## config.mk

```make
export PLATFORM = sky130hd
export DESIGN_NAME = datapath_pipe
export DESIGN_NICKNAME = d
export VERILOG_FILES = /design/src/rtl/datapath_pipe.sv
export SDC_FILE = /design/constraint.sdc
export NUM_CORES = 1
export LEC_CHECK = 0
export BUFFER_PORTS_ARGS = -buffer_cell sky130_fd_sc_hd__buf_4
export CAP_MARGIN = 20
export CORE_MARGIN = 2
export CORE_UTILIZATION = 30
export DETAILED_ROUTE_END_ITERATION = 10
export SLEW_MARGIN = 20
export SYNTH_ARGS = -nofsm -noshare
export SYNTH_HDL_FRONTEND = slang
export SYNTH_SLANG_ARGS = --single-unit
export TNS_END_PERCENT = 50
```

## constraint.sdc

```tcl
create_clock -name clk -period 6.1 [get_ports clk]
set_clock_uncertainty 0.15 [all_clocks]
set_input_delay 0.61 -clock clk [delete_from_list [all_inputs] [get_ports clk]]
set_output_delay 0.61 -clock clk [all_outputs]
set_load 0.1 [all_outputs]
```

## src/rtl/datapath_pipe.sv

```systemverilog
// Multi-cycle register-file datapath: accept, execute (1 cycle, or one bit per cycle for shifts), publish.
// Optional status flags are enabled by defining DP_STATUS_FLAGS_EN; otherwise V/C/N/Z are tied to zero.
module datapath_pipe #(
  parameter int              WIDTH    = 16,
  parameter int              NREG     = 8,
  parameter logic [WIDTH-1:0] INIT_VAL = WIDTH'(32'd3)
) (
  input  logic                      clk,
  input  logic                      rst_n,
  input  logic                      in_valid,
  output logic                      in_ready,
  input  logic [$clog2(NREG)-1:0]   DA,
  input  logic [$clog2(NREG)-1:0]   AA,
  input  logic [$clog2(NREG)-1:0]   BA,
  input  logic [3:0]                FS,
  input  logic                      MB,
  input  logic                      MD,
  input  logic                      RW,
  input  logic [WIDTH-1:0]          const_in,
  input  logic [WIDTH-1:0]          data_in,
  input  logic [$clog2(WIDTH)-1:0]  sh,
  output logic                      out_valid,
  output logic [WIDTH-1:0]          result,
  output logic [WIDTH-1:0]          addr_out,
  output logic [WIDTH-1:0]          data_out,
  output logic                      V,
  output logic                      C,
  output logic                      N,
  output logic                      Z
);

  localparam int AW = $clog2(NREG);
  localparam int SW = $clog2(WIDTH);
  localparam logic [3:0] FS_SHR = 4'b1101;
  localparam logic [3:0] FS_SHL = 4'b1110;

  typedef enum logic [1:0] {S_IDLE = 2'd0, S_EXEC = 2'd1, S_DONE = 2'd2} state_t;

  state_t           r_state, w_state_nxt;
  logic [WIDTH-1:0] r_regs [NREG];
  logic [WIDTH-1:0] r_a, r_b, r_shv, r_din;
  logic [SW-1:0]    r_cnt;
  logic [3:0]       r_fs;
  logic             r_md, r_rw;
  logic [AW-1:0]    r_da;
  logic             w_accept, w_is_shift, w_exec_last, w_cin;
  logic [WIDTH-1:0] w_y, w_f, w_shift_nxt;
  logic             r_out_valid;
  logic [WIDTH-1:0] r_result, r_addr_out, r_data_out;

  assign w_accept    = in_valid & (r_state == S_IDLE);
  assign w_is_shift  = (r_fs == FS_SHR) | (r_fs == FS_SHL);
  // r_cnt counts remaining shift steps; the final step is folded into w_f on the last EXEC cycle.
  assign w_exec_last = (r_state == S_EXEC) & (~w_is_shift | (r_cnt <= SW'(1)));
  assign w_shift_nxt = (r_fs == FS_SHR) ? (r_shv >> 1'b1) : (r_shv << 1'b1);
  assign in_ready    = (r_state == S_IDLE);

  always_ff @(posedge clk or negedge rst_n) begin
    if (!rst_n) r_state <= S_IDLE;
    else        r_state <= w_state_nxt;
  end

  always_comb begin
    w_state_nxt = r_state;
    case (r_state)
      S_IDLE:  w_state_nxt = w_accept ? S_EXEC : S_IDLE;
      S_EXEC:  w_state_nxt = w_exec_last ? S_DONE : S_EXEC;
      S_DONE:  w_state_nxt = S_IDLE;
      default: w_state_nxt = S_IDLE;
    endcase
  end

  always_ff @(posedge clk or negedge rst_n) begin
    if (!rst_n) begin
      r_a   <= '0;
      r_b   <= '0;
      r_shv <= '0;
      r_din <= '0;
      r_cnt <= '0;
      r_fs  <= '0;
      r_md  <= 1'b0;
      r_rw  <= 1'b0;
      r_da  <= '0;
    end else if (w_accept) begin
      r_a   <= r_regs[AA];
      r_b   <= MB ? const_in : r_regs[BA];
      r_shv <= MB ? const_in : r_regs[BA];
      r_din <= data_in;
      r_cnt <= sh;
      r_fs  <= FS;
      r_md  <= MD;
      r_rw  <= RW;
      r_da  <= DA;
    end else if ((r_state == S_EXEC) && w_is_shift && !w_exec_last) begin
      r_shv <= w_shift_nxt;
      r_cnt <= r_cnt - SW'(1);
    end
  end

  always_comb begin
    w_y   = '0;
    w_cin = 1'b0;
    case (r_fs)
      4'b0001: w_cin = 1'b1;
      4'b0010: w_y   = r_b;
      4'b0011: begin w_y = r_b;  w_cin = 1'b1; end
      4'b0100: w_y   = ~r_b;
      4'b0101: begin w_y = ~r_b; w_cin = 1'b1; end
      4'b0110: w_y   = '1;
      default: begin w_y = '0;   w_cin = 1'b0; end
    endcase
  end

`ifdef DP_STATUS_FLAGS_EN
  logic [WIDTH:0] w_sum;
  assign w_sum = {1'b0, r_a} + {1'b0, w_y} + {{WIDTH{1'b0}}, w_cin};
`else
  logic [WIDTH-1:0] w_sum;
  assign w_sum = r_a + w_y + {{(WIDTH-1){1'b0}}, w_cin};
`endif

  always_comb begin
    w_f = r_a;
    case (r_fs)
      4'b0000, 4'b0001, 4'b0010, 4'b0011,
      4'b0100, 4'b0101, 4'b0110: w_f = w_sum[WIDTH-1:0];
      4'b1000: w_f = r_a & r_b;
      4'b1001: w_f = r_a | r_b;
      4'b1010: w_f = r_a ^ r_b;
      4'b1011: w_f = ~r_a;
      4'b1100: w_f = r_b;
      4'b1101, 4'b1110: w_f = (r_cnt != '0) ? w_shift_nxt : r_shv;
      default: w_f = r_a;
    endcase
  end

  always_ff @(posedge clk or negedge rst_n) begin
    if (!rst_n) begin
      for (int i = 0; i < NREG; i++) r_regs[i] <= INIT_VAL;
    end else if (w_exec_last && r_rw) begin
      r_regs[r_da] <= r_md ? r_din : w_f;
    end
  end

  always_ff @(posedge clk or negedge rst_n) begin
    if (!rst_n) begin
      r_out_valid <= 1'b0;
      r_result    <= '0;
      r_addr_out  <= '0;
      r_data_out  <= '0;
    end else begin
      r_out_valid <= (r_state == S_DONE);
      if (w_exec_last) begin
        r_result   <= w_f;
        r_addr_out <= r_a;
        r_data_out <= r_b;
      end
    end
  end

  assign out_valid = r_out_valid;
  assign result    = r_result;
  assign addr_out  = r_addr_out;
  assign data_out  = r_data_out;

`ifdef DP_STATUS_FLAGS_EN
  logic w_arith, w_c, w_v;
  logic r_v, r_c, r_n, r_z;
  // Only A, A+1, the add/subtract family and A-1 produce carry and overflow.
  assign w_arith = ~r_fs[3] & (r_fs != 4'b0111);
  assign w_c     = w_arith & w_sum[WIDTH];
  assign w_v     = w_arith & (r_a[WIDTH-1] == w_y[WIDTH-1]) & (w_sum[WIDTH-1] != r_a[WIDTH-1]);

  always_ff @(posedge clk or negedge rst_n) begin
    if (!rst_n) begin
      r_v <= 1'b0;
      r_c <= 1'b0;
      r_n <= 1'b0;
      r_z <= 1'b0;
    end else if (w_exec_last) begin
      r_v <= w_v;
      r_c <= w_c;
      r_n <= w_f[WIDTH-1];
      r_z <= (w_f == '0);
    end
  end

  assign V = r_v;
  assign C = r_c;
  assign N = r_n;
  assign Z = r_z;
`else
  assign V = 1'b0;
  assign C = 1'b0;
  assign N = 1'b0;
  assign Z = 1'b0;
`endif

endmodule

```

# Word level (Yosys, flattened, before mapping)
# Index checks and enable logic that the tools add are counted.
# totals
ff_bits	256
in_bits	55
output_inout_bits	54
elab_cells	95
# classes
add_sub_neg	3
order_cmp	5
eq_ne	15
mux	23
bitwise	13
n_reduce_logical	14
# op_table
cell	n
16-bit 2-to-1 mux	11
128-bit bitwise mux	1
16-bit one-hot mux with 7 select lines	1
16-bit binary-select mux with 3-bit select	2
16-bit demux with 3-bit select	1
16-bit one-hot mux with 3 select lines	1
16-bit NOT	2
4-bit equality test (second input constant)	7
16-bit by 1-bit adder with 16-bit output	1
16-bit adder	1
16-bit bitwise AND	1
16-bit OR	1
16-bit XOR	1
4-bit by 3-bit equality test with 1-bit output (second input constant)	3
4-bit >= comparator (second input constant)	3
3-bit NOT with 4-bit output	3
4-bit by 2-bit equality test with 1-bit output (second input constant)	2
4-bit 2-to-1 mux	2
7-bit OR reduction	1
2-bit OR reduction	3
4-bit by 1-bit equality test with 1-bit output (second input constant)	1
4-bit by 1-bit <= comparator with 1-bit output (second input constant)	1
1-bit logical AND	4
4-bit logical NOT	1
15 further kinds	18

# Longest topological paths before layout
# depth
ltp_word	9
mapped_depth	16
mapped_depth_nobuf	13

# Least setup slack after synthesis
# OpenSTA, ideal clock, no wires.
# synth_timing
kind	register -> register
startpoint	reg r_fs[2]
endpoint	reg r_regs[62] (netlist name)
arrival_time_ns	3.858
t_required_ns	5.884
slack_ns	2.026
path_stages_with_launch	17
synth_period_minus_slack_ns	4.074
cell_sequence	dfrtp_1 buf_2 buf_2 clkbuf_1 clkbuf_1 mux2i_1 nor2_1 fa_1 inv_1 fa_1 nand2b_1 a21oi_1 o21ai_0 a2111o_1 and4_1 o31ai_4 mux2_2
# synth_between
elab_chain_cells	8
# synth_rtl
item	line	source
start, declared	43	logic [3:0] r_fs;
start signal, assigned	80	r_fs <= '0;
start signal, assigned	90	r_fs <= FS;
4-bit by 3-bit equality test with 1-bit output / 4-bit by 2-bit equality test with 1-bit output (equally long branches)	103, 124	
2-bit OR reduction (no source line)	--	
16-bit one-hot mux with 3 select lines	103	case (r_fs)
16-bit adder	119	assign w_sum = r_a + w_y + {{(WIDTH-1){1'b0}}, w_cin};
16-bit by 1-bit adder with 16-bit output	119	
16-bit one-hot mux with 7 select lines	124	case (r_fs)
16-bit 2-to-1 mux	141	r_regs[r_da] <= r_md ? r_din : w_f;
128-bit bitwise mux	141	
end signal, assigned by index	141	
end, declared	40	logic [WIDTH-1:0] r_regs [NREG];
# Parallel ways exist; a longest one is shown, timed or not.
# A chain may end at the register's enable or synchronous reset.

# Final worst setup path
# layout_timing
startpoint	reg r_fs[0]
endpoint	reg r_regs[29] (netlist name)
# The elaborated chain is that of the path after synthesis.

==> impl_metrics.env <==
export IMPL_antenna_found_initial=1
export IMPL_cts_tree="built"
export IMPL_max_slew_margin=0.314
export IMPL_die_x_um=225
export IMPL_nFillCells=4811
export IMPL_fin_crit_ns=4.66
export IMPL_drive_above_1_share=0.198
export IMPL_dieArea_sq_um=50600
export IMPL_vias_per_cell=5.30
export IMPL_grt_max_degree=149
export IMPL_crit_required_ns=6.35
export IMPL_routedWlPerCell_um=21.0
export IMPL_route_detailed_drc=0
export IMPL_cp_depth=12
export IMPL_first_iter_violations=716
export IMPL_synthTopCellsByCount="nand2_1, dfrtp_1, o21ai_0"
export IMPL_cts_buffer_depth=3
export IMPL_crit_type="flop to flop"
export IMPL_synth_ff_type="dfrtp_1"
export IMPL_drv_slew=0
export IMPL_syn_cell_area_sq_um=14700
export IMPL_hold_path_class="primary input to flop"
export IMPL_slowest_delay_ns=0.76
export IMPL_cts_setup_buffers=0
export IMPL_fin_area_sq_um=16900
export IMPL_rsz0062_at_grt="no"
export IMPL_yosysTopAreaCell="dfrtp_1"
export IMPL_design_portCount=109
export IMPL_layout_area_overhead_vs_synth_pct=15.3
export IMPL_leakage_uw=0.00757
export IMPL_die_h_um=225
export IMPL_hold_viol=0
export IMPL_setup_tns_final_ns=0
export IMPL_row_count=81
export IMPL_pwr_share_seq=0.320
export IMPL_start_kind="flop"
export IMPL_worstMarginPinSlew_ns=1.03
export IMPL_grt_pass1_wl_um=70000
export IMPL_cp_top_family="simple AND/OR/NAND/NOR gates"
export IMPL_grt_pass1_vias=11300
export IMPL_end_kind="flop"
export IMPL_combPwrFrac=0.501
export IMPL_critPathArrivalTime_ns=4.90
export IMPL_pwr_share_clk=0.179
export IMPL_crit_buf_inv=1
export IMPL_wl_um=45800
export IMPL_root_buffer="clkbuf_16"
export IMPL_core_sq_um=48500
export IMPL_cts_buffers=28
export IMPL_ys_seq_area_frac=0.438
export IMPL_ys_async_sr_fraction=1.00
export IMPL_internal_power_uw=5080
export IMPL_fmax_mhz=215
export IMPL_p_sw_uw=4680
export IMPL_cts_htree_levels=1
export IMPL_clk_pin_slew_ns=0.06
export IMPL_clkLatencyLatePin_ns=0.56
export IMPL_place_area_sq_um=16000
export IMPL_multi_input_area_sq_um=7580
export IMPL_slowest_stage="nor4b_2"
export IMPL_final_antenna_net_count=0
export IMPL_vdd_drop_max_mv=0.223
export IMPL_ys_ff_latch=256
export IMPL_ys_types=76
export IMPL_synth_top_area_frac=0.410
export IMPL_path_max_fanout=23
export IMPL_syn_avg_cell_area_sq_um=9.86
export IMPL_maxCapViolCount=0
export IMPL_swShare=0.480
export IMPL_nets=1643
export IMPL_gp_congestion=0.954
export IMPL_yosysMostFrequentCell="nand2_1"
export IMPL_track_usage=0.180
export IMPL_clkSinkCount=256
export IMPL_ff2ff_path_depth=12
export IMPL_initial_utilization=0.302
export IMPL_yosysWarnings=0
export IMPL_powerDensity_nw_per_um2=577
export IMPL_synth_edf_count=0
export IMPL_synthTopCellsByArea="dfrtp_1, mux4_2, nand2_1"
export IMPL_crit_chain="and3_1, nor2_1, nand2_1, inv_1, ha_1, a211oi_1, o21bai_1, o21ai_0, a211o_1, a21oi_1, nor4b_2, o31ai_1"
export IMPL_setup_violations=0
export IMPL_regArea_sq_um=6430
export IMPL_syn_inst=1487
export IMPL_io_buffers=104
export IMPL_status="finished clean"
export IMPL_timing_final_crit_share=0.763
export IMPL_dp_hpwl_um=32600
export IMPL_vias=11600
export IMPL_holdPathStages=3
export IMPL_grt_overflow=0
export IMPL_dr_pass1_iters=5
[cell type report]
cell class                 instances  share of cell area
inverter                          56              0.0124
timing repair buffer             126              0.0573
multi-input combinational       1070               0.449
sequential                       256               0.380
antenna                            1            0.000148
clock inverter                     9             0.00777
clock buffer                      39              0.0475
tap                              622              0.0460
[kinds of logic (layout without fill, tap and decap cells)]
kind of cell               count (synthesis)  in the layout  synth area share
and+or+nand+nor                          444            444             0.128
AOI/OAI and AO/OA                        377            377             0.152
DFF                                      256            256             0.438
muxes                                    187            187             0.187
buffers and inverters                    164            230            0.0458
adders and majority gates                 50             50            0.0437
xor gates and xnor gates                   8              8           0.00478
other                                      1              5          0.000256
[flip-flops by register name, summed over array words and instances (netlist names)]
register / cells
r_regs: 128
r_b: 16
r_shv: 16
r_da: 3
result: 16
r_rw: 1
addr_out: 16
data_out: 16
r_din: 16
r_md: 1
r_state: 2
out_valid: 1
r_a: 16
r_cnt: 4
r_fs: 4
[metrics by stage]
step / util / power, uW / instances / hold slack (ns) / worst slack (ns)
finish: 0.348 / 9760 / 2179 / 0.0958 / 1.44
CTS: 0.348 / 9760 / 2178 / 0.0674 / 1.56
global route: 0.348 / 10400 / 2178 / 0.0970 / 1.10
detailed placement: 0.329 / 7990 / 2129 / 0.302 / 1.57
global placement: 0.329 / 7900 / 2129 / 0.297 / 1.67
floorplan: - / 6490 / 1490 / 0.164 / 2.03
[power groups by stage]
stage / logic (uW) / registers (uW) / clock network, uW
floorplan: 2840 / 3650 / 0
global placement: 4810 / 3090 / 0
detailed placement: 4860 / 3130 / 0
CTS: 4870 / 3100 / 1790
global route: 5290 / 3200 / 1860
finish: 4890 / 3120 / 1740
[tightest hold or removal path: stages]
cell	delay, ns
buf_4	0.08
nand2_1	0.04
nand2_1	0.05
[layout by cell type (no fill, tap or decap), drive strengths merged, types with 15 or more instances in the layout]
cell,synthesis,final
nand2,294,294
dfrtp,240,240
o21ai,221,221
buf,45,125
mux2i,77,77
nor2,74,74
mux4,65,65
inv,56,59
a21oi,56,56
ha,48,48
mux2,45,45
clkbuf,63,39
a211oi,18,18
dfstp,16,16
o31ai,15,15
[final timing paths]
check,start,end,slack [ns]
worst max-delay path,r_fs[0],r_regs[29],1.44
worst min-delay path,data_in[4],r_din[4],0.1
worst max register to register,r_fs[0],r_regs[29],1.44
worst min register to register,r_state[0],out_valid,0.30
max in group asynchronous,rst_n,r_regs[86],4.02
min in group asynchronous,rst_n,r_b[4],0.49
[routing by layer]
layer | wire [um] | vias to the layer above | GRT usage
li1 | - | 5373 | -
met1 | 19100 | 5762 | 0.231
met2 | 22100 | 325 | 0.302
met3 | 2560 | 90 | 0.0279
met4 | 1960 | 2 | 0.0750
met5 | 10 | - | 0
[timing repair]
| action | 4_1_cts | 5_1_grt |
|---|---|---|
| resized for setup | 0 | 0 |
| hold endpoints to repair | 16 | 0 |
| hold buffers | 1 | 0 |
Note: power is estimated with default switching activity, not from simulation.
